--- src/rtl/sysid_probe_master_pkg.sv ---
// Shared types and constants for the system-ID probe master.
package sysid_probe_master_pkg;

    typedef enum logic [2:0] {
        IDLE,
        RD_ID,
        RD_TS,
        CHECK,
        DONE
    } state_t;

    // Word addresses inside the system-ID slave
    localparam logic ADDR_ID = 1'b0;
    localparam logic ADDR_TS = 1'b1;

    // Build identity the hardware is expected to report
    localparam logic [31:0] DEFAULT_EXPECTED_ID = 32'd0;
    localparam logic [31:0] DEFAULT_EXPECTED_TS = 32'h512C_17D7;

    // Stall counter width and retry counter width (wide enough that saturation
    // sits above any legal MAX_RETRIES)
    localparam int unsigned TIMEOUT_WIDTH = 16;
    localparam int unsigned RETRY_WIDTH   = 5;

endpackage

--- src/rtl/sysid_probe_master_if.sv ---
// Avalon-MM read-only bus between the probe master and the system-ID slave.
interface sysid_probe_master_if;

    logic        address;
    logic        read;
    logic [31:0] readdata;
    logic        waitrequest;

    modport master (
        output address,
        output read,
        input  readdata,
        input  waitrequest
    );

    modport slave (
        input  address,
        input  read,
        output readdata,
        output waitrequest
    );

endinterface

--- src/rtl/sysid_probe_timeout.sv ---
// Per-read stall timer: counts consecutive stalled read cycles and flags the
// cycle in which the TIMEOUT_CYCLES-th consecutive stall occurs.
module sysid_probe_timeout
    import sysid_probe_master_pkg::*;
#(
    parameter int unsigned TIMEOUT_CYCLES = 255
) (
    input  logic clock,
    input  logic reset,
    input  logic enable,
    input  logic clear,
    output logic expired
);

    localparam logic [TIMEOUT_WIDTH-1:0] TERMINAL = TIMEOUT_WIDTH'(TIMEOUT_CYCLES - 1);

    logic [TIMEOUT_WIDTH-1:0] count;

    // Stall counter; clear wins over counting
    always_ff @(posedge clock or posedge reset) begin
        if (reset) begin
            count <= '0;
        end else if (clear) begin
            count <= '0;
        end else if (enable) begin
            count <= count + 1'b1;
        end
    end

    assign expired = enable && (count == TERMINAL);

endmodule

--- src/rtl/sysid_probe_master.sv ---
// System-ID probe master: reads the ID and build timestamp words from the
// system-ID slave and reports a single pass/fail verdict.
// Optional feature macro: SYSID_PROBE_AUTOSTART_EN (run one probe per reset).
module sysid_probe_master
    import sysid_probe_master_pkg::*;
#(
    parameter logic [31:0] EXPECTED_ID    = DEFAULT_EXPECTED_ID,
    parameter logic [31:0] EXPECTED_TS    = DEFAULT_EXPECTED_TS,
    parameter int unsigned TIMEOUT_CYCLES = 255,
    parameter int unsigned MAX_RETRIES    = 3
) (
    input  logic                 clock,
    input  logic                 reset,
    input  logic                 start,
    sysid_probe_master_if.master bus,
    output logic                 busy,
    output logic                 done,
    output logic                 pass,
    output logic                 timeout_err,
    output logic [31:0]          id_value,
    output logic [31:0]          ts_value
);

    state_t                 state;
    logic                   read_q;
    logic                   addr_q;
    logic [RETRY_WIDTH-1:0] retry_cnt;
    logic [RETRY_WIDTH-1:0] retry_next;
    logic                   kick;
    logic                   launch;
    logic                   accept;
    logic                   expired;
    logic                   retry_left;

`ifdef SYSID_PROBE_AUTOSTART_EN
    logic auto_pend;

    // One-shot request standing in for a start pulse on the first edge after reset
    always_ff @(posedge clock or posedge reset) begin
        if (reset) begin
            auto_pend <= 1'b1;
        end else begin
            auto_pend <= 1'b0;
        end
    end

    assign kick = start || auto_pend;
`else
    assign kick = start;
`endif

    assign bus.read    = read_q;
    assign bus.address = addr_q;

    assign launch     = kick && ((state == IDLE) || (state == DONE));
    assign accept     = read_q && !bus.waitrequest;
    assign retry_left = retry_cnt < RETRY_WIDTH'(MAX_RETRIES);
    assign retry_next = (&retry_cnt) ? retry_cnt : retry_cnt + 1'b1;

    sysid_probe_timeout #(
        .TIMEOUT_CYCLES(TIMEOUT_CYCLES)
    ) u_timeout (
        .clock   (clock),
        .reset   (reset),
        .enable  (read_q && bus.waitrequest),
        .clear   (launch || accept || expired),
        .expired (expired)
    );

    // Probe sequencer with registered bus strobes, status flags and captures.
    // A timeout leaves the FSM in RD_ID with read low; the RD_ID branch re-raises
    // read on the following edge, which produces the one-cycle gap.
    always_ff @(posedge clock or posedge reset) begin
        if (reset) begin
            state       <= IDLE;
            read_q      <= 1'b0;
            addr_q      <= ADDR_ID;
            busy        <= 1'b0;
            done        <= 1'b0;
            pass        <= 1'b0;
            timeout_err <= 1'b0;
            id_value    <= '0;
            ts_value    <= '0;
            retry_cnt   <= '0;
        end else if (expired) begin
            read_q    <= 1'b0;
            addr_q    <= ADDR_ID;
            retry_cnt <= retry_next;
            if (retry_left) begin
                state <= RD_ID;
            end else begin
                state       <= DONE;
                busy        <= 1'b0;
                done        <= 1'b1;
                pass        <= 1'b0;
                timeout_err <= 1'b1;
            end
        end else begin
            case (state)
                IDLE, DONE: begin
                    if (kick) begin
                        state       <= RD_ID;
                        read_q      <= 1'b1;
                        addr_q      <= ADDR_ID;
                        busy        <= 1'b1;
                        done        <= 1'b0;
                        pass        <= 1'b0;
                        timeout_err <= 1'b0;
                        retry_cnt   <= '0;
                    end
                end
                RD_ID: begin
                    if (!read_q) begin
                        read_q <= 1'b1;
                        addr_q <= ADDR_ID;
                    end else if (accept) begin
                        id_value <= bus.readdata;
                        addr_q   <= ADDR_TS;
                        state    <= RD_TS;
                    end
                end
                RD_TS: begin
                    if (accept) begin
                        ts_value <= bus.readdata;
                        read_q   <= 1'b0;
                        state    <= CHECK;
                    end
                end
                CHECK: begin
                    pass  <= (id_value == EXPECTED_ID) && (ts_value == EXPECTED_TS);
                    done  <= 1'b1;
                    busy  <= 1'b0;
                    state <= DONE;
                end
                default: begin
                    state  <= IDLE;
                    read_q <= 1'b0;
                    busy   <= 1'b0;
                end
            endcase
        end
    end

endmodule
--- src/flat_wrapper.sv ---
// flat-port wrapper written by rule: the top's interface ports become plain ports
module sysid_probe_master_flat import sysid_probe_master_pkg::*;
#(
    parameter logic [31:0] EXPECTED_ID    = DEFAULT_EXPECTED_ID,
    parameter logic [31:0] EXPECTED_TS    = DEFAULT_EXPECTED_TS,
    parameter int unsigned TIMEOUT_CYCLES = 255,
    parameter int unsigned MAX_RETRIES    = 3
)
  (clock, reset, start, busy, done, pass, timeout_err, id_value, ts_value, bus_address, bus_read, bus_readdata, bus_waitrequest);
  sysid_probe_master_if bus_i ();
  input  logic clock;
  input  logic reset;
  input  logic start;
  output logic busy;
  output logic done;
  output logic pass;
  output logic timeout_err;
  output logic [31:0] id_value;
  output logic [31:0] ts_value;
  output wire logic [$bits(bus_i.address)-1:0] bus_address;
  output wire logic [$bits(bus_i.read)-1:0] bus_read;
  input wire logic [$bits(bus_i.readdata)-1:0] bus_readdata;
  input wire logic [$bits(bus_i.waitrequest)-1:0] bus_waitrequest;
  assign bus_address = bus_i.address;
  assign bus_read = bus_i.read;
  assign bus_i.readdata = bus_readdata;
  assign bus_i.waitrequest = bus_waitrequest;
  sysid_probe_master #(.EXPECTED_ID(EXPECTED_ID), .EXPECTED_TS(EXPECTED_TS), .TIMEOUT_CYCLES(TIMEOUT_CYCLES), .MAX_RETRIES(MAX_RETRIES)) u_core (.clock(clock), .reset(reset), .start(start), .bus(bus_i), .busy(busy), .done(done), .pass(pass), .timeout_err(timeout_err), .id_value(id_value), .ts_value(ts_value));
endmodule
--- config.mk ---
export PLATFORM = sky130hd
export DESIGN_NAME = sysid_probe_master_flat
export DESIGN_NICKNAME = d
export VERILOG_FILES = /design/src/rtl/sysid_probe_master_pkg.sv /design/src/rtl/sysid_probe_master_if.sv /design/src/rtl/sysid_probe_timeout.sv /design/src/rtl/sysid_probe_master.sv /design/src/flat_wrapper.sv
export SDC_FILE = /design/constraint.sdc
export NUM_CORES = 1
export LEC_CHECK = 0
export CAP_MARGIN = 20
export CORE_MARGIN = 2
export CORE_UTILIZATION = 45
export CTS_CLUSTER_SIZE = 30
export DETAILED_ROUTE_END_ITERATION = 8
export HOLD_SLACK_MARGIN = 0.15
export PLACE_DENSITY = 0.77
export REMOVE_ABC_BUFFERS = 1
export SLEW_MARGIN = 20
export SYNTH_ARGS = -nofsm -noshare
export SYNTH_HDL_FRONTEND = slang
export SYNTH_HIERARCHICAL = 1
export SYNTH_SLANG_ARGS = --single-unit
export TNS_END_PERCENT = 50
--- constraint.sdc ---
create_clock -name clock -period 4.5 [get_ports clock]
set_input_delay 1.125 -clock clock [delete_from_list [all_inputs] [get_ports clock]]
set_output_delay 1.125 -clock clock [all_outputs]
set_load 0.02 [all_outputs]
==> results.toml, run 1 <==
[sta]
period_minus_slack_ns = 3.48
rsz0062_at_grt = "no"
clock_skew_ns = 0.0176
slew_violations = 0
setup_viol = 0
tightest_slew_ns = 1.06
max_freq_ghz = 0.287
post-route-period-util_pct = 77.4
hold_violations = 0
whs_ns = 0.500
relSlewSlack_pct = 27.7
setup_tns_ns = 0

[floorplan]
die_area_mm2 = 0.0101
die_x_um = 101
num_rows = 35
initial_core_util_pct = 45.9
io_pins = 106
die_h_um = 101
core_area_mm2 = 0.00915

[clock_network]
htreeDepth = 3
ctsLongestPathBuffers = 2
clkTransAtPathRegs_ns = 0.08
holdBufCountCts = 0
cts.sinks = 94
root_buffer = "clkbuf_8"
cts_tree = "yes"
cts_buffers = 9
cts_post_setup_buffers_inserted = 0
clk_latency_ns = 0.36
postCtsResizedCells = 0

[yosys]
synth_cells = 334
synthArstFlopShare_pct = 100
synth_flop_cell = "dfrtp_1"
ys_seq_area_share_pct = 56.0
yosysWarningCount = 6
synth_seq_cells = 94
yosys.area.top_type_share_pct = 56.0
synth_area_leader_cell = "dfrtp_1"
synth-edff-count = 0
syn_area_mm2 = 0.00420
ys_types = 51
avgSynthCellArea_um2 = 12.6
synthTopCellsByArea = "dfrtp_1, mux2_2, xnor2_1, nor2_1, nor4_1"

[drt]
via_per_inst = 5.44
ant_nets = 0
vias = 3032
routedWlPerCell_um = 17.7
first_pass_iters = 4
drc = 0
drt_iter0_markers = 200
wl_mm = 9.85

[finish]
multi_input_area_mm2 = 0.00174
nets = 482
seqCellArea_mm2 = 0.00235
diodes = 0
drive_gt1_share_pct = 22.2
area_delta_synth_final_pct = 33.0
fillers = 725

[setup_path]
worstSetupPathType = "primary input to flip-flop"
startpoint_type = "primary input"
worst_ep_required_time_ns = 4.74
cpMaxStageDelayCell = "clkdlybuf4s50_1"
arrival_ns = 3.72
cp-end-kind = "flip-flop"
cp_cell_sequence = "clkdlybuf4s50_1 > and2_1 > nand3b_1 > nor4_2 > a211o_1 > o211ai_4 > nor3_2 > nand3_1 > mux2_4"
max_stage_delay_ns = 0.50
path_buf_inv = 1
path_max_fanout = 9
crit_family = "simple AND/OR/NAND/NOR gates"

[placement]
hpwl_mm = 7.28
io_buffers = 105
gp_congestion = 0.814

[grt]
grt_pass1_vias = 3266
grt_use_total_pct = 20.8
grt_max_degree = 49
overflow = 0
grt_pass1_wl_mm = 16.3
antenna_found_initial = 0

[run]
drv_cap = 0

[pwr]
p_per_area_mw_per_mm2 = 687
ir_drop_mv = 0.417
p_leak_nw = 2.31

[hold_path]
hold_class = "flip-flop to flip-flop"

[outcome]
status = "finished, final reports clean"
[registers in the layout, indices dropped and copies added, names as in the netlist, 3 cells and up]
register,count
u_core/id_value,32
u_core/ts_value,32
u_core/retry_cnt,5
u_core/u_timeout/count,16
u_core/state,3
[stage by stage]
stage | worst slack, ns | instances | util, % | power (mW) | area (um^2)
finish | 1.02 | 557 | 61.1 | 3.84 | 5590
global route | 0.855 | 557 | 61.1 | 4.06 | 5590
CTS | 1.01 | 557 | 61.1 | 3.87 | 5590
detailed placement | 0.641 | 542 | 58.7 | 3.24 | 5370
global placement | 0.723 | 542 | 58.7 | 3.21 | 5370
floorplan | 0.327 | 320 | - | 2.37 | 4130
[report_power, final]
part	internal [mW]	total (mW)	switching, mW	leakage, nW
Combinational	0.918	1.76	0.837	1.03
Clock	0.316	0.615	0.299	0.107
Sequential	1.17	1.47	0.297	1.17
[routing by layer]
| metal | up-vias | track usage, % | part of all wire (%) |
|---|---|---|---|
| li1 | 1428 | - | - |
| met1 | 1511 | 26.4 | 43 |
| met2 | 81 | 33.3 | 48 |
| met3 | 12 | 7.07 | 7.4 |
| met4 | 0 | 7.17 | 1.3 |
| met5 | - | 0 | 0 |
[cell usage after synthesis (4+ instances only)]
cell      count
nand4_1       6
nor3_1        5
o21ai_0       7
clkbuf_1      4
nand2_1      10
ha_1          4
mux2_2       65
nor2b_1       5
nand3_1       7
a21oi_1      11
nor2_1       24
xnor2_1      11
buf_2         5
nor4_1        9
dfrtp_1      94
inv_1        12
nor4bb_1      4
[area by class of cell]
| cell class | instances | share of cell area (%) |
|---|---|---|
| clock buffer | 9 | 2.22 |
| clock inverter | 6 | 1.68 |
| inverter | 12 | 0.828 |
| multi-input combinational | 214 | 31.1 |
| sequential | 94 | 42.1 |
| tap | 111 | 2.48 |
| timing repair buffer | 111 | 19.6 |
[kinds of logic after synthesis]
group / share of synthesized area (%)
buffers and inverters: 2.83
xor gates and xnor gates: 2.92
adders and majority gates: 1.19
muxes: 17.8
AOI/OAI and AO/OA: 5.71
and+or+nand+nor: 13.6
DFF: 56.0
[layout by cell type, fill, tap and decap left out, types with 2 or more instances in the layout]
master           Yosys  layout
a211o_1              2       2
a21oi_1             11      11
and2_1               2       2
and3_1               3       3
buf_4                2       6
bufinv_16            0       2
clkbuf_8             0       9
clkdlybuf4s50_1      0     105
dfrtp_1             94      94
ha_1                 4       4
inv_1               12      11
inv_6                0       3
mux2_2              65      65
nand2_1             10      10
nand3_1              7       7
nand4_1              6       6
nand4b_1             2       2
nor2_1              24      24
nor2b_1              5       5
nor3_1               5       5
nor3_2               2       2
nor4_1               9       8
nor4_2               3       4
nor4b_1              3       3
nor4bb_1             4       4
o21ai_0              7       7
or3_1                2       2
or4_1                3       3
xnor2_1             11      11
xor2_1               3       3
[final timing paths]
kind | end | from | slack (ns) | cells past startpoint
worst max-delay path | u_core/u_timeout/count[15]$_DFFE_PP0P_ | bus_waitrequest | 1.02 | 9
worst min-delay path | u_core/done$_DFFE_PP0P_ | u_core/done$_DFFE_PP0P_ | 0.50 | 1
worst max register to register | u_core/u_timeout/count[15]$_DFFE_PP0P_ | u_core/u_timeout/count[0]$_DFFE_PP0P_ | 1.78 | 10
worst min register to register | u_core/done$_DFFE_PP0P_ | u_core/done$_DFFE_PP0P_ | 0.50 | 1
max in group asynchronous | u_core/id_value[15]$_DFFE_PP0P_ | reset | 2.51 | 3
min in group asynchronous | u_core/u_timeout/count[8]$_DFFE_PP0P_ | reset | 1.18 | 2
Power figures use the tool's default switching activity.
==> inputs of run 2 (changes only) <==
--- a/config.mk
+++ b/config.mk
@@ -7,11 +7,11 @@
 export LEC_CHECK = 0
 export CAP_MARGIN = 20
 export CORE_MARGIN = 2
-export CORE_UTILIZATION = 45
+export CORE_UTILIZATION = 44
 export CTS_CLUSTER_SIZE = 30
 export DETAILED_ROUTE_END_ITERATION = 8
 export HOLD_SLACK_MARGIN = 0.15
-export PLACE_DENSITY = 0.77
+export PLACE_DENSITY = 0.79
 export REMOVE_ABC_BUFFERS = 1
 export SLEW_MARGIN = 20
 export SYNTH_ARGS = -nofsm -noshare
==> constraint.sdc (replaced) <==
create_clock -name clock -period 3 [get_ports clock]
set_input_delay 0.75 -clock clock [delete_from_list [all_inputs] [get_ports clock]]
set_output_delay 0.75 -clock clock [all_outputs]
set_load 0.02 [all_outputs]
==> results.toml, run 2 (synthesized netlist as in run 1, its figures left out) <==
[sta]
clock_skew_ns = 0.0114
slew_violations = 0
rsz0062_at_grt = "no"
hold_violations = 0
max_freq_ghz = 0.383
period_minus_slack_ns = 2.61
tightest_slew_ns = 0.760
setup_tns_ns = 0
post-route-period-util_pct = 87.1
setup_viol = 0
relSlewSlack_pct = 48.0

[floorplan]
die_x_um = 102
core_area_mm2 = 0.00924
initial_core_util_pct = 45.5
die_h_um = 102
die_area_mm2 = 0.0104
io_pins = 106
num_rows = 35

[finish]
final_cells = 584
multi_input_area_mm2 = 0.00174
seqCellArea_mm2 = 0.00235
reg_top3 = "u_core/id_value x32, u_core/ts_value x32, u_core/u_timeout/count x16"
final_common_cell = "clkdlybuf4s50_1"
drive_gt1_share_pct = 23.5
area_delta_synth_final_pct = 35.9
fillers = 725
utilization_pct = 61.8
layout_common_cells = "clkdlybuf4s50_1, dfrtp_1, mux2_2"
diodes = 0
nets = 490

[setup_path]
crit_family = "simple AND/OR/NAND/NOR gates"
reg2reg_setup_slack_ns = 0.45
cp-startpoint = "bus_waitrequest"
max_stage_delay_ns = 0.48
startpoint_type = "primary input"
reg2reg_depth = 10
worst_ep_required_time_ns = 3.25
arrival_ns = 2.86
cp-end-kind = "flip-flop"
path_max_fanout = 7
crit_cells = 9
worstSetupPathType = "primary input to flip-flop"
cp_cell_sequence = "clkdlybuf4s50_1 > and2_1 > nand3b_1 > nor4_2 > a211o_1 > o211ai_4 > nor3_2 > nand3_1 > mux2_4"
cpMaxStageDelayCell = "clkdlybuf4s50_1"
r2r-start = "u_core/u_timeout/count[0]$_DFFE_PP0P_"
path_buf_inv = 1

[placement]
hpwl_mm = 7.52
io_buffers = 105
gp_congestion = 0.888
dp.cells = 568

[grt]
grt_pass1_vias = 3326
antenna_found_initial = 0
grt_use_total_pct = 21.1
grt_max_degree = 33
grt_pass1_wl_mm = 16.8
overflow = 0

[hold_path]
min_from = "u_core/done$_DFFE_PP0P_"
hold_class = "flip-flop to flip-flop"
hold_path_depth = 1

[clock_network]
root_buffer = "clkbuf_8"
clkTransAtPathRegs_ns = 0.09
cts_buffers = 9
cts_post_setup_buffers_inserted = 0
holdBufCountCts = 0
ctsLongestPathBuffers = 2
cts_tree = "yes"
htreeDepth = 3
postCtsResizedCells = 0
cts.sinks = 94
clk_latency_ns = 0.35

[pwr]
p_sw_mw = 2.17
ir_drop_mv = 0.842
clkPwrFrac_pct = 15.9
p_leak_nw = 2.36
switching_share_pct = 37.3
p_per_area_mw_per_mm2 = 1020
p_total_mw = 5.82
pwr-share-seq_pct = 37.9
power.internal_mw = 3.65
p_comb_share_pct = 46.2

[drt]
drt_iter0_markers = 171
via_per_inst = 5.31
ant_nets = 0
drc = 0
routedWlPerCell_um = 17.5
vias = 3103
first_pass_iters = 4
wl_mm = 10.2

[outcome]
status = "finished, final reports clean"

[run]
drv_cap = 0
## run 2: layout make-up
type,count,area share (%)
clock buffers,10,2.23
clock inverters,6,1.62
inverters,12,0.810
multi-input cells,214,30.4
flip-flops and latches,94,41.2
well taps,129,2.83
repair buffers,119,20.9
## run 2: stage by stage
stage | setup WS, ns | hold WS (ns) | cell area [um^2]
after floorplan | -0.798 | 0.515 | 4130
after global placement | 0.111 | 0.476 | 5490
after detailed placement | 0.0103 | 0.510 | 5490
after CTS | 0.382 | 0.529 | 5710
after global routing | 0.139 | 0.560 | 5710
final | 0.387 | 0.514 | 5710
## run 2: path summary, 6_finish.rpt
kind / endpoint
worst max-delay path: u_core/u_timeout/count[15]$_DFFE_PP0P_
worst min-delay path: u_core/done$_DFFE_PP0P_
worst max register to register: u_core/u_timeout/count[15]$_DFFE_PP0P_
worst min register to register: u_core/done$_DFFE_PP0P_
max in group asynchronous: u_core/retry_cnt[1]$_DFFE_PP0P_
min in group asynchronous: u_core/retry_cnt[2]$_DFFE_PP0P_
## run 2: power by group through the flow
| stage | clock [mW] | combinational [mW] | sequential (mW) |
|---|---|---|---|
| after CTS | 0.956 | 2.71 | 2.21 |
| after global routing | 1.02 | 2.86 | 2.28 |
| final | 0.928 | 2.69 | 2.20 |
| after floorplan | 0 | 0.868 | 2.69 |
| after detailed placement | 0 | 2.69 | 2.22 |
| after global placement | 0 | 2.65 | 2.21 |
## run 2: metal layers
metal / share of wire [%] / global-route usage, % / up-vias
li1: - / - / 1436
met1: 41 / 26.0 / 1552
met2: 48 / 34.1 / 99
met3: 8.5 / 8.83 / 16
met4: 1.8 / 6.13 / 0
met5: 0 / 0 / -
